==> src/rtl/alu_exec_seq.sv <==
// Execute-stage sequencer around an external combinational 8-bit ALU.
// Owns the register file, operand latches, result capture, writeback and flags.
module alu_exec_seq #(
  parameter int unsigned DATA_W     = 8,
  parameter int unsigned REG_ADDR_W = 2
) (
  input  logic                  clk,
  input  logic                  rst_n,
  input  logic                  in_valid,
  output logic                  in_ready,
  input  logic [3:0]            in_op,
  input  logic [REG_ADDR_W-1:0] in_rd,
  input  logic [REG_ADDR_W-1:0] in_rs1,
  input  logic [REG_ADDR_W-1:0] in_rs2,
  input  logic [DATA_W-1:0]     in_imm,
  output logic [DATA_W-1:0]     alu_operand1,
  output logic [DATA_W-1:0]     alu_operand2,
  output logic [3:0]            alu_operation,
  input  logic [DATA_W-1:0]     alu_result,
  input  logic                  alu_carry,
  output logic                  done,
  output logic [DATA_W-1:0]     done_data,
  output logic                  flag_z,
  output logic                  flag_c,
  output logic                  err,
  input  logic [REG_ADDR_W-1:0] dbg_addr,
  output logic [DATA_W-1:0]     dbg_data
);

  localparam int unsigned NREG = 1 << REG_ADDR_W;

  localparam logic [3:0] OP_ADD = 4'b0000;
  localparam logic [3:0] OP_DIV = 4'b0011;
  localparam logic [3:0] OP_XOR = 4'b0110;
  localparam logic [3:0] OP_LDI = 4'b1000;
  localparam logic [3:0] OP_MOV = 4'b1001;

  typedef enum logic [1:0] {
    S_IDLE,
    S_EXEC,
    S_WB
  } state_e;

  state_e                  state_q, state_d;
  logic [3:0]              op_q, op_d;
  logic [REG_ADDR_W-1:0]   rd_q, rd_d;
  logic [DATA_W-1:0]       opa_q, opa_d;
  logic [DATA_W-1:0]       opb_q, opb_d;
  logic [DATA_W-1:0]       res_q, res_d;
  logic                    carry_q, carry_d;
  logic                    wr_q, wr_d;
  logic                    flag_z_q, flag_z_d;
  logic                    flag_c_q, flag_c_d;
  logic                    err_q, err_d;
  logic [DATA_W-1:0]       rf_q [NREG];
  logic [DATA_W-1:0]       rf_d [NREG];

  always_comb begin
    state_d  = state_q;
    op_d     = op_q;
    rd_d     = rd_q;
    opa_d    = opa_q;
    opb_d    = opb_q;
    res_d    = res_q;
    carry_d  = carry_q;
    wr_d     = wr_q;
    flag_z_d = flag_z_q;
    flag_c_d = flag_c_q;
    err_d    = err_q;
    rf_d     = rf_q;

    unique case (state_q)
      S_IDLE: begin
        if (in_valid) begin
          op_d    = in_op;
          rd_d    = in_rd;
          opa_d   = (in_op == OP_LDI) ? in_imm : rf_q[in_rs1];
          opb_d   = rf_q[in_rs2];
          state_d = S_EXEC;
        end
      end
      S_EXEC: begin
        carry_d = alu_carry;
        state_d = S_WB;
        if (op_q <= OP_XOR) begin
          // Divide by zero discards the ALU output and retires with zero data.
          if (op_q == OP_DIV && opb_q == '0) begin
            res_d = '0;
            wr_d  = 1'b0;
          end else begin
            res_d = alu_result;
            wr_d  = 1'b1;
          end
        end else if (op_q == OP_LDI || op_q == OP_MOV) begin
          res_d = opa_q;
          wr_d  = 1'b1;
        end else begin
          res_d = '0;
          wr_d  = 1'b0;
        end
      end
      S_WB: begin
        state_d = S_IDLE;
        if (wr_q) begin
          rf_d[rd_q] = res_q;
          flag_z_d   = (res_q == '0);
          if (op_q == OP_ADD) flag_c_d = carry_q;
        end else begin
          err_d = 1'b1;
        end
      end
      default: state_d = S_IDLE;
    endcase
  end

  always_ff @(posedge clk) begin
    if (!rst_n) begin
      state_q  <= S_IDLE;
      op_q     <= '0;
      rd_q     <= '0;
      opa_q    <= '0;
      opb_q    <= '0;
      res_q    <= '0;
      carry_q  <= 1'b0;
      wr_q     <= 1'b0;
      flag_z_q <= 1'b0;
      flag_c_q <= 1'b0;
      err_q    <= 1'b0;
      rf_q     <= '{default: '0};
    end else begin
      state_q  <= state_d;
      op_q     <= op_d;
      rd_q     <= rd_d;
      opa_q    <= opa_d;
      opb_q    <= opb_d;
      res_q    <= res_d;
      carry_q  <= carry_d;
      wr_q     <= wr_d;
      flag_z_q <= flag_z_d;
      flag_c_q <= flag_c_d;
      err_q    <= err_d;
      rf_q     <= rf_d;
    end
  end

  assign in_ready      = (state_q == S_IDLE);
  assign done          = (state_q == S_WB);
  assign done_data     = done ? res_q : '0;
  assign alu_operand1  = opa_q;
  assign alu_operand2  = opb_q;
  assign alu_operation = op_q;
  assign flag_z        = flag_z_q;
  assign flag_c        = flag_c_q;
  assign err           = err_q;
  assign dbg_data      = rf_q[dbg_addr];

endmodule

==> config.mk <==
export PLATFORM = sky130hd
export DESIGN_NAME = alu_exec_seq
export DESIGN_NICKNAME = d
export VERILOG_FILES = /design/src/rtl/alu_exec_seq.sv
export SDC_FILE = /design/constraint.sdc
export NUM_CORES = 1
export LEC_CHECK = 0
export BUFFER_PORTS_ARGS = -buffer_cell sky130_fd_sc_hd__buf_4
export CORE_MARGIN = 5
export CORE_UTILIZATION = 35
export DETAILED_ROUTE_END_ITERATION = 10
export PLACE_DENSITY = 0.62
export SLEW_MARGIN = 20
export SYNTH_ARGS = -nofsm -noshare
export SYNTH_HDL_FRONTEND = slang
export SYNTH_SLANG_ARGS = --single-unit
==> constraint.sdc <==
create_clock -name clk -period 2.6 [get_ports clk]
set_input_delay 0.26 -clock clk [delete_from_list [all_inputs] [get_ports clk]]
set_output_delay 0.26 -clock clk [all_outputs]
set_load 0.05 [all_outputs]
==> qor.json, run 1 <==
{
  "largest_vdd_supply_drop_v": 0.000235,
  "worstReg2RegStart": "state_q[0]",
  "layout_cells_sized_above_1_pct": 30.8,
  "postSynthNetCount": 354,
  "outcome": "finished, final reports clean",
  "die-width_um": 108,
  "clkLatencyLatePin_ns": 0.35,
  "finalCriticalPeriod_ns": 1.71,
  "layout.cells.most_common": "buf_4",
  "groute.usage.overall_pct": 16.2,
  "htree_num_levels": 3,
  "grt_antenna_before_repair": 0,
  "initial_core_util_pct": 36.2,
  "fp.coreArea_sq_um": 9330,
  "worstSetupStartpoint": "state_q[0]",
  "die_area_sq_um": 11700,
  "multiInputGateArea_sq_um": 1850,
  "detail_route.drc_violations": 0,
  "placementRows": 35,
  "grt_use_met3_pct": 4.18,
  "max_slew.worst_pin.slew_ns": 0.731,
  "path_clk_slew_ns": 0.07,
  "area_taken_by_flip_flops_and_latches_sq_um": 1380,
  "cts_tree": "done",
  "drt-initial-drc-count": 202,
  "drt_pre_antenna_iters": 5,
  "internal_power_mw": 1.61,
  "sequentialPowerShare_pct": 51.0,
  "finalSetupTns_ns": 0,
  "crit_path_start_kind": "flop",
  "synth_top_flop_cell": "dfxtp_1",
  "power.net_switching_mw": 0.554,
  "yosys_register_bits": 69,
  "grt_pass1_vias": 2678,
  "insertedDiodeCount": 0,
  "setup_slack_ns": 0.888,
  "worst-endpoint-required_ns": 2.34,
  "via_count": 2767,
  "place.gp.congestion": 0.789,
  "cts_setup_buffers": 0,
  "drtAntennaViolNets": 0,
  "most-common-layout-cells": "75 x buf_4, 69 x dfxtp_1, 57 x nand2_1, 39 x mux2i_1, 24 x mux4_2",
  "crit_type": "flop to output port",
  "min_from": "in_imm[2]",
  "maximum_number_of_pins_on_one_net_before_global_route_repair": 42,
  "yosysWarnings": 0,
  "detail_route.vias_per_cell": 5.37,
  "crit_fanout": 12,
  "share_of_flip_flops_with_an_asynchronous_set_or_reset_pct": 0,
  "min_path_type": "input port to flop",
  "num_cts_buffers": 9,
  "grt_overflow_total": 0,
  "first_pass_grt_wire_length_um": 14400,
  "synth-edff-count": 0,
  "clk_root_buffer_cell": "clkbuf_8",
  "leakage_nw": 1.70,
  "clkSinkCount": 69,
  "area.growth.synth_to_final_pct": 22.6,
  "number_of_inserted_filler_cells_in_the_final_layout": 910,
  "num-nets-final": 414,
  "finalInstanceArea_sq_um": 4140,
  "cts_hold_repair.buffers": 0,
  "yosys.cell_types.count": 35,
  "max_clock_freq_mhz": 584,
  "groute.layer.met2.usage_pct": 26.6,
  "final_hold_viol_count": 0,
  "rsz_0062_raised_after_global_routing": "no",
  "synth_area_per_cell_sq_um": 10.5,
  "p_clk_share_pct": 38.0,
  "wl_per_cell_um": 18.3,
  "power.share.combinational_pct": 11.0,
  "final_core_utilization_pct": 44.4,
  "max-clock-path-buffers": 2,
  "place_area_sq_um": 3970,
  "syn-cell-area_sq_um": 3380,
  "placement.setup.worst_slack_ns": 0.864,
  "grt-busiest-layer": "met2",
  "synth_sequential_area_ratio_pct": 40.9,
  "switching_share_pct": 25.6,
  "worstSetupEndpointType": "output port",
  "timing.clock.skew_ns": 0.00847,
  "place_hpwl_um": 7000,
  "max_cap_violations": 0,
  "ioPinCount": 73,
  "postSynthCellCount": 322,
  "portBuffers": 72,
  "final.period_utilization_pct": 65.8,
  "finalSetupViolCount": 0,
  "max_slew_margin_pct": 51.3,
  "die_h_um": 108,
  "drv_slew": 0,
  "post_cts_resized": 0,
  "power-per-cell-area_nw_per_um2": 523,
  "routed_wire_length_um": 9430,
  "grt_use_met1_pct": 20.9,
  "cp_data_arrival_time_ns": 1.45
}
[cells in the mapped netlist, types with 2 or more instances]
| library cell | instances | area (sq um) |
|---|---|---|
| nor2_1 | 11 | 41.3 |
| buf_6 | 3 | 33.8 |
| o211ai_1 | 8 | 60.1 |
| buf_1 | 4 | 15.0 |
| a21oi_1 | 4 | 20.0 |
| and2_1 | 9 | 56.3 |
| nor3b_2 | 2 | 25.0 |
| or4_1 | 3 | 22.5 |
| clkbuf_1 | 11 | 41.3 |
| nand2_1 | 57 | 214 |
| mux2i_1 | 39 | 390 |
| dfxtp_1 | 69 | 1380 |
| a22oi_1 | 8 | 60.1 |
| and2b_2 | 2 | 17.5 |
| nor4_1 | 2 | 12.5 |
| mux4_2 | 24 | 541 |
| o21ai_0 | 18 | 90.1 |
| buf_4 | 2 | 15.0 |
| inv_1 | 3 | 11.3 |
| a31oi_1 | 9 | 56.3 |
| a221o_1 | 8 | 80.1 |
| buf_2 | 6 | 30.0 |
| and3_1 | 8 | 50.1 |
[state kept, by name, indices dropped and copies added, names as in the netlist]
signal	flops
state_q	2
carry_q	1
flag_c	1
flag_z	1
alu_operand2	8
alu_operation	4
rd_q	2
wr_q	1
alu_operand1	8
res_q	8
rf_q	32
err	1
[stage by stage]
stage	hold slack (ns)	cells	power, mW
6_report	0.145	515	2.16
3_3_place_gp	0.455	500	1.36
2_1_floorplan	0.398	322	1.28
3_5_place_dp	0.455	500	1.36
5_1_grt	0.137	515	2.24
4_1_cts	0.137	515	2.18
[cells by family (layout without fill, tap and decap cells)]
| family | after synthesis | after routing | synth area share, % |
|---|---|---|---|
| mux | 63 | 63 | 27.6 |
| flops | 69 | 69 | 40.9 |
| compound gates | 56 | 56 | 11.0 |
| buf+inv | 29 | 93 | 4.34 |
| simple gates | 105 | 105 | 16.2 |
[path summary, 6_finish.rpt]
check	endpoint	slack, ns	depth (start not counted)
hold reg to reg	flag_z	0.46	2
hold / removal	alu_operand1[2]	0.15	2
setup reg to reg	alu_operand1[4]	0.93	3
setup / recovery	done_data[7]	0.89	3
[final cells by class]
type                            instances  share of cell area, %
Multi-Input combinational cell        224                   44.6
Sequential cell                        69                   33.4
Timing Repair Buffer                   75                   13.6
Tap cell                              129                   3.90
Clock buffer                           13                   3.36
Clock inverter                          2                  0.846
Inverter                                3                  0.272
[routing by layer]
layer	vias to the layer above	routed length, um
met5	-	0
met4	0	136
met2	111	4500
li1	1306	-
met3	13	669
met1	1337	4120
[power by group through the flow]
stage | clock, mW | sequential, mW | combinational (mW)
after detailed placement | 0 | 1.13 | 0.237
after global placement | 0 | 1.13 | 0.235
after CTS | 0.841 | 1.10 | 0.238
after floorplan | 0 | 1.14 | 0.136
final | 0.822 | 1.10 | 0.238
after global routing | 0.883 | 1.11 | 0.255
[worst max-delay path: stages (launching register included)]
cell,delay [ns]
dfxtp_1,0.41
and2b_2,0.33
and2_1,0.18
buf_4,0.18
Note: power is estimated with default switching activity, not from simulation.
==> run 2: changes to the inputs <==
--- a/config.mk
+++ b/config.mk
@@ -9,7 +9,7 @@
 export CORE_MARGIN = 5
 export CORE_UTILIZATION = 35
 export DETAILED_ROUTE_END_ITERATION = 10
-export PLACE_DENSITY = 0.62
+export PLACE_DENSITY = 0.64
 export SLEW_MARGIN = 20
 export SYNTH_ARGS = -nofsm -noshare
 export SYNTH_HDL_FRONTEND = slang
==> constraint.sdc (replaced) <==
create_clock -name clk -period 1.5 [get_ports clk]
set_input_delay 0.15 -clock clk [delete_from_list [all_inputs] [get_ports clk]]
set_output_delay 0.15 -clock clk [all_outputs]
set_load 0.05 [all_outputs]
==> qor.json, run 2 (synthesis results as in run 1) <==
{
  "finalSetupViolCount": {"value": 4, "change": "was 0"},
  "placementRows": {"value": 35, "change": "unchanged"},
  "detail_route.drc_violations": {"value": 0, "change": "unchanged"},
  "critical_path_buf_inv_count": {"value": 1, "change": "unchanged"},
  "min_from": {"value": "in_imm[2]", "change": "unchanged"},
  "reg_to_reg_slack_setup": {"value": -0.01, "unit": "ns", "change": "was 0.93 ns"},
  "clkLatencyLatePin": {"value": 0.35, "unit": "ns", "change": "about the same"},
  "groute.usage.overall": {"value": 17.0, "unit": "%", "change": "was 16.2%"},
  "drtAntennaViolNets": {"value": 0, "change": "unchanged"},
  "min_path_type": {"value": "input port to flop", "change": "unchanged"},
  "failed_checks": "setup timing",
  "worstReg2RegStart": {"value": "state_q[0]", "change": "unchanged"},
  "fp.coreArea": {"value": 9330, "unit": "sq um", "change": "unchanged"},
  "leakage": {"value": 1.97, "unit": "nW", "change": "was 1.70 nW"},
  "crit_path_start_kind": {"value": "flop", "change": "unchanged"},
  "final_cells": {"value": 550, "change": "was 515"},
  "maximum_number_of_pins_on_one_net_before_global_route_repair": {"value": 60, "change": "was 42"},
  "final.period_utilization_pct": 101,
  "insertedDiodeCount": {"value": 0, "change": "unchanged"},
  "finalInstanceArea": {"value": 4670, "unit": "sq um", "change": "was 4140 sq um"},
  "final_hold_viol_count": {"value": 0, "change": "unchanged"},
  "wl_per_cell": {"value": 17.8, "unit": "um", "change": "was 18.3 um"},
  "slowest_stage": {"value": "mux4_2", "change": "was dfxtp_1"},
  "cp_data_arrival_time": {"value": 1.36, "unit": "ns", "change": "was 1.45 ns"},
  "critical-path-top-delay-family": {"value": "multiplexers", "change": "was simple AND/OR/NAND/NOR gates"},
  "place_hpwl": {"value": 7010, "unit": "um", "change": "was 7000 um"},
  "finalCriticalPeriod_ns": 1.51,
  "area.growth.synth_to_final": {"value": 38.2, "unit": "%", "change": "was 22.6%"},
  "htree_num_levels": {"value": 3, "change": "unchanged"},
  "max_cap_violations": {"value": 0, "change": "unchanged"},
  "grt_pass1_vias": {"value": 2919, "change": "was 2,678"},
  "first_pass_grt_wire_length": {"value": 15300, "unit": "um", "change": "was 14,400 um"},
  "num-nets-final": {"value": 448, "change": "was 414"},
  "timing.clock.skew": {"value": 0.00970, "unit": "ns", "change": "was 0.00847 ns"},
  "die_h": {"value": 108, "unit": "um", "change": "unchanged"},
  "initial_core_util": {"value": 36.2, "unit": "%", "change": "unchanged"},
  "layout_cells_sized_above_1": {"value": 50.6, "unit": "%", "change": "was 30.8%"},
  "place_area": {"value": 4130, "unit": "sq um", "change": "was 3970 sq um"},
  "setup_slack": {"value": -0.0127, "unit": "ns", "change": "was 0.888 ns"},
  "clk_root_buffer_cell": {"value": "clkbuf_8", "change": "unchanged"},
  "max_flop_register": {"value": "rf_q", "change": "unchanged"},
  "worst-endpoint-required": {"value": 1.35, "unit": "ns", "change": "was 2.34 ns"},
  "r2r.worst_path.cells": {"value": 6, "change": "was 3"},
  "portBuffers": {"value": 72, "change": "unchanged"},
  "max_clock_freq_mhz": 661,
  "routed_wire_length": {"value": 9760, "unit": "um", "change": "was 9430 um"},
  "cts_tree": {"value": "done", "change": "unchanged"},
  "grt_overflow_total": {"value": 0, "change": "unchanged"},
  "ioPinCount": {"value": 73, "change": "unchanged"},
  "die_area": {"value": 11700, "unit": "sq um", "change": "unchanged"},
  "worstPathCellList": {"value": "mux4_2, buf_8", "change": "was and2b_2, and2_1, buf_4"},
  "drv_slew": {"value": 0, "change": "unchanged"},
  "max-clock-path-buffers": {"value": 2, "change": "unchanged"},
  "drt_pre_antenna_iters": {"value": 5, "change": "unchanged"},
  "multiInputGateArea": {"value": 1920, "unit": "sq um", "change": "was 1850 sq um"},
  "max_slew.worst_pin.slew": {"value": 0.426, "unit": "ns", "change": "was 0.731 ns"},
  "max_stage_delay": {"value": 0.51, "unit": "ns", "change": "was 0.41 ns"},
  "max_slew_margin": {"value": 71.6, "unit": "%", "change": "was 51.3%"},
  "number_of_inserted_filler_cells_in_the_final_layout": {"value": 846, "change": "was 910"},
  "layout.cells.most_common": {"value": "buf_4", "change": "unchanged"},
  "area_taken_by_flip_flops_and_latches": {"value": 1440, "unit": "sq um", "change": "was 1380 sq um"},
  "path_clk_slew": {"value": 0.07, "unit": "ns", "change": "about the same"},
  "outcome": {"value": "finished with violations", "change": "was finished, final reports clean"},
  "die-width": {"value": 108, "unit": "um", "change": "unchanged"},
  "detail_route.vias_per_cell": {"value": 5.24, "change": "was 5.37"},
  "grt_antenna_before_repair": {"value": 0, "change": "unchanged"},
  "hold_end": {"value": "alu_operand1[2]", "change": "unchanged"},
  "rsz_0062_raised_after_global_routing": {"value": "yes", "change": "was no"},
  "place.gp.congestion": {"value": 0.775, "change": "was 0.789"},
  "drt-initial-drc-count": {"value": 201, "change": "was 202"},
  "num_cts_buffers": {"value": 9, "change": "unchanged"},
  "largest_reg_flops": {"value": 32, "change": "unchanged"},
  "cts_hold_repair.buffers": {"value": 0, "change": "unchanged"},
  "worstSetupEndpointType": {"value": "output port", "change": "unchanged"},
  "clkSinkCount": {"value": 69, "change": "unchanged"},
  "crit_fanout": {"value": 3, "change": "was 12"},
  "most-common-layout-cells": {"value": "83 x buf_4, 57 x nand2_1, 39 x mux2i_1, 37 x dfxtp_2, 30 x dfxtp_1", "change": "was 75 x buf_4, 69 x dfxtp_1, 57 x nand2_1, 39 x mux2i_1, 24 x mux4_2"},
  "largest_vdd_supply_drop": {"value": 0.000535, "unit": "V", "change": "was 0.000235 V"},
  "via_count": {"value": 2884, "change": "was 2,767"},
  "terminus_of_the_critical_flop_to_flop_path": {"value": "rf_q[1]", "change": "was alu_operand1[4]"},
  "dp.cells": {"value": 514, "change": "was 500"},
  "finalPower": {"value": 3.73, "unit": "mW", "change": "was 2.16 mW"},
  "crit_type": {"value": "flop to output port", "change": "unchanged"},
  "min_delay_path_depth": {"value": 2, "change": "unchanged"},
  "power-per-cell-area": {"value": 800, "unit": "nW/um^2", "change": "was 523 nW/um^2"}
}
[run 2: what timing repair did]
item / 4_1_cts / 5_1_grt
buffers inserted: 17 / 4
resized for setup: 49 / 29
cloned: 0 / 1
endpoints found under the setup margin: 17 / 35
[run 2: routing by layer]
metal	GRT usage (%)	vias up	wire (um)
li1	-	1382	-
met1	22.0	1386	4180
met2	28.2	102	4750
met3	4.30	14	659
met4	4.69	0	174
met5	0	-	0
[run 2: how the worst max path moves through the flow]
stage                           startpoint               to  slack, ns  depth (start not counted)
after floorplan           alu_operation[1]           flag_c      0.004                          3
final                              rf_q[3]      dbg_data[3]      -0.01                          2
after detailed placement          in_op[0]  alu_operand1[1]      -0.04                          4
after global routing            state_q[1]          rf_q[1]      -0.06                          6
after CTS                          rf_q[3]      dbg_data[3]      -0.02                          2
after global placement            in_op[0]  alu_operand1[0]      -0.02                          4
[run 2: cell type report]
type,count,share of cell area [%]
Clock buffer,12,3.33
Multi-Input combinational cell,225,41.1
Tap cell,129,3.46
Inverter,3,0.241
Clock inverter,4,0.483
Sequential cell,69,30.8
Timing Repair Buffer,108,20.6
[run 2: report_power, final]
| group | internal [mW] | switching (mW) |
|---|---|---|
| sequential | 1.87 | 0.0440 |
| clock | 0.682 | 0.691 |
| combinational | 0.194 | 0.257 |
| total | 2.74 | 0.992 |
[run 2: worst reg2reg max path: stages (launching register included)]
cell	delay, ns
dfxtp_4	0.36
and2b_2	0.25
buf_4	0.14
buf_4	0.13
nand4_2	0.10
buf_12	0.15
mux2i_1	0.27
[run 2: through the flow]
stage               setup slack (ns)  setup TNS, ns  hold WS [ns]  utilization (%)
floorplan                    0.00383              0         0.288                -
global placement             -0.0169         -0.118         0.384             44.3
detailed placement           -0.0415         -0.275         0.386             44.3
CTS                          -0.0194        -0.0474        0.0183             48.9
global route                 -0.0641         -0.321        0.0191             50.0
finish                       -0.0127        -0.0302        0.0283             50.0
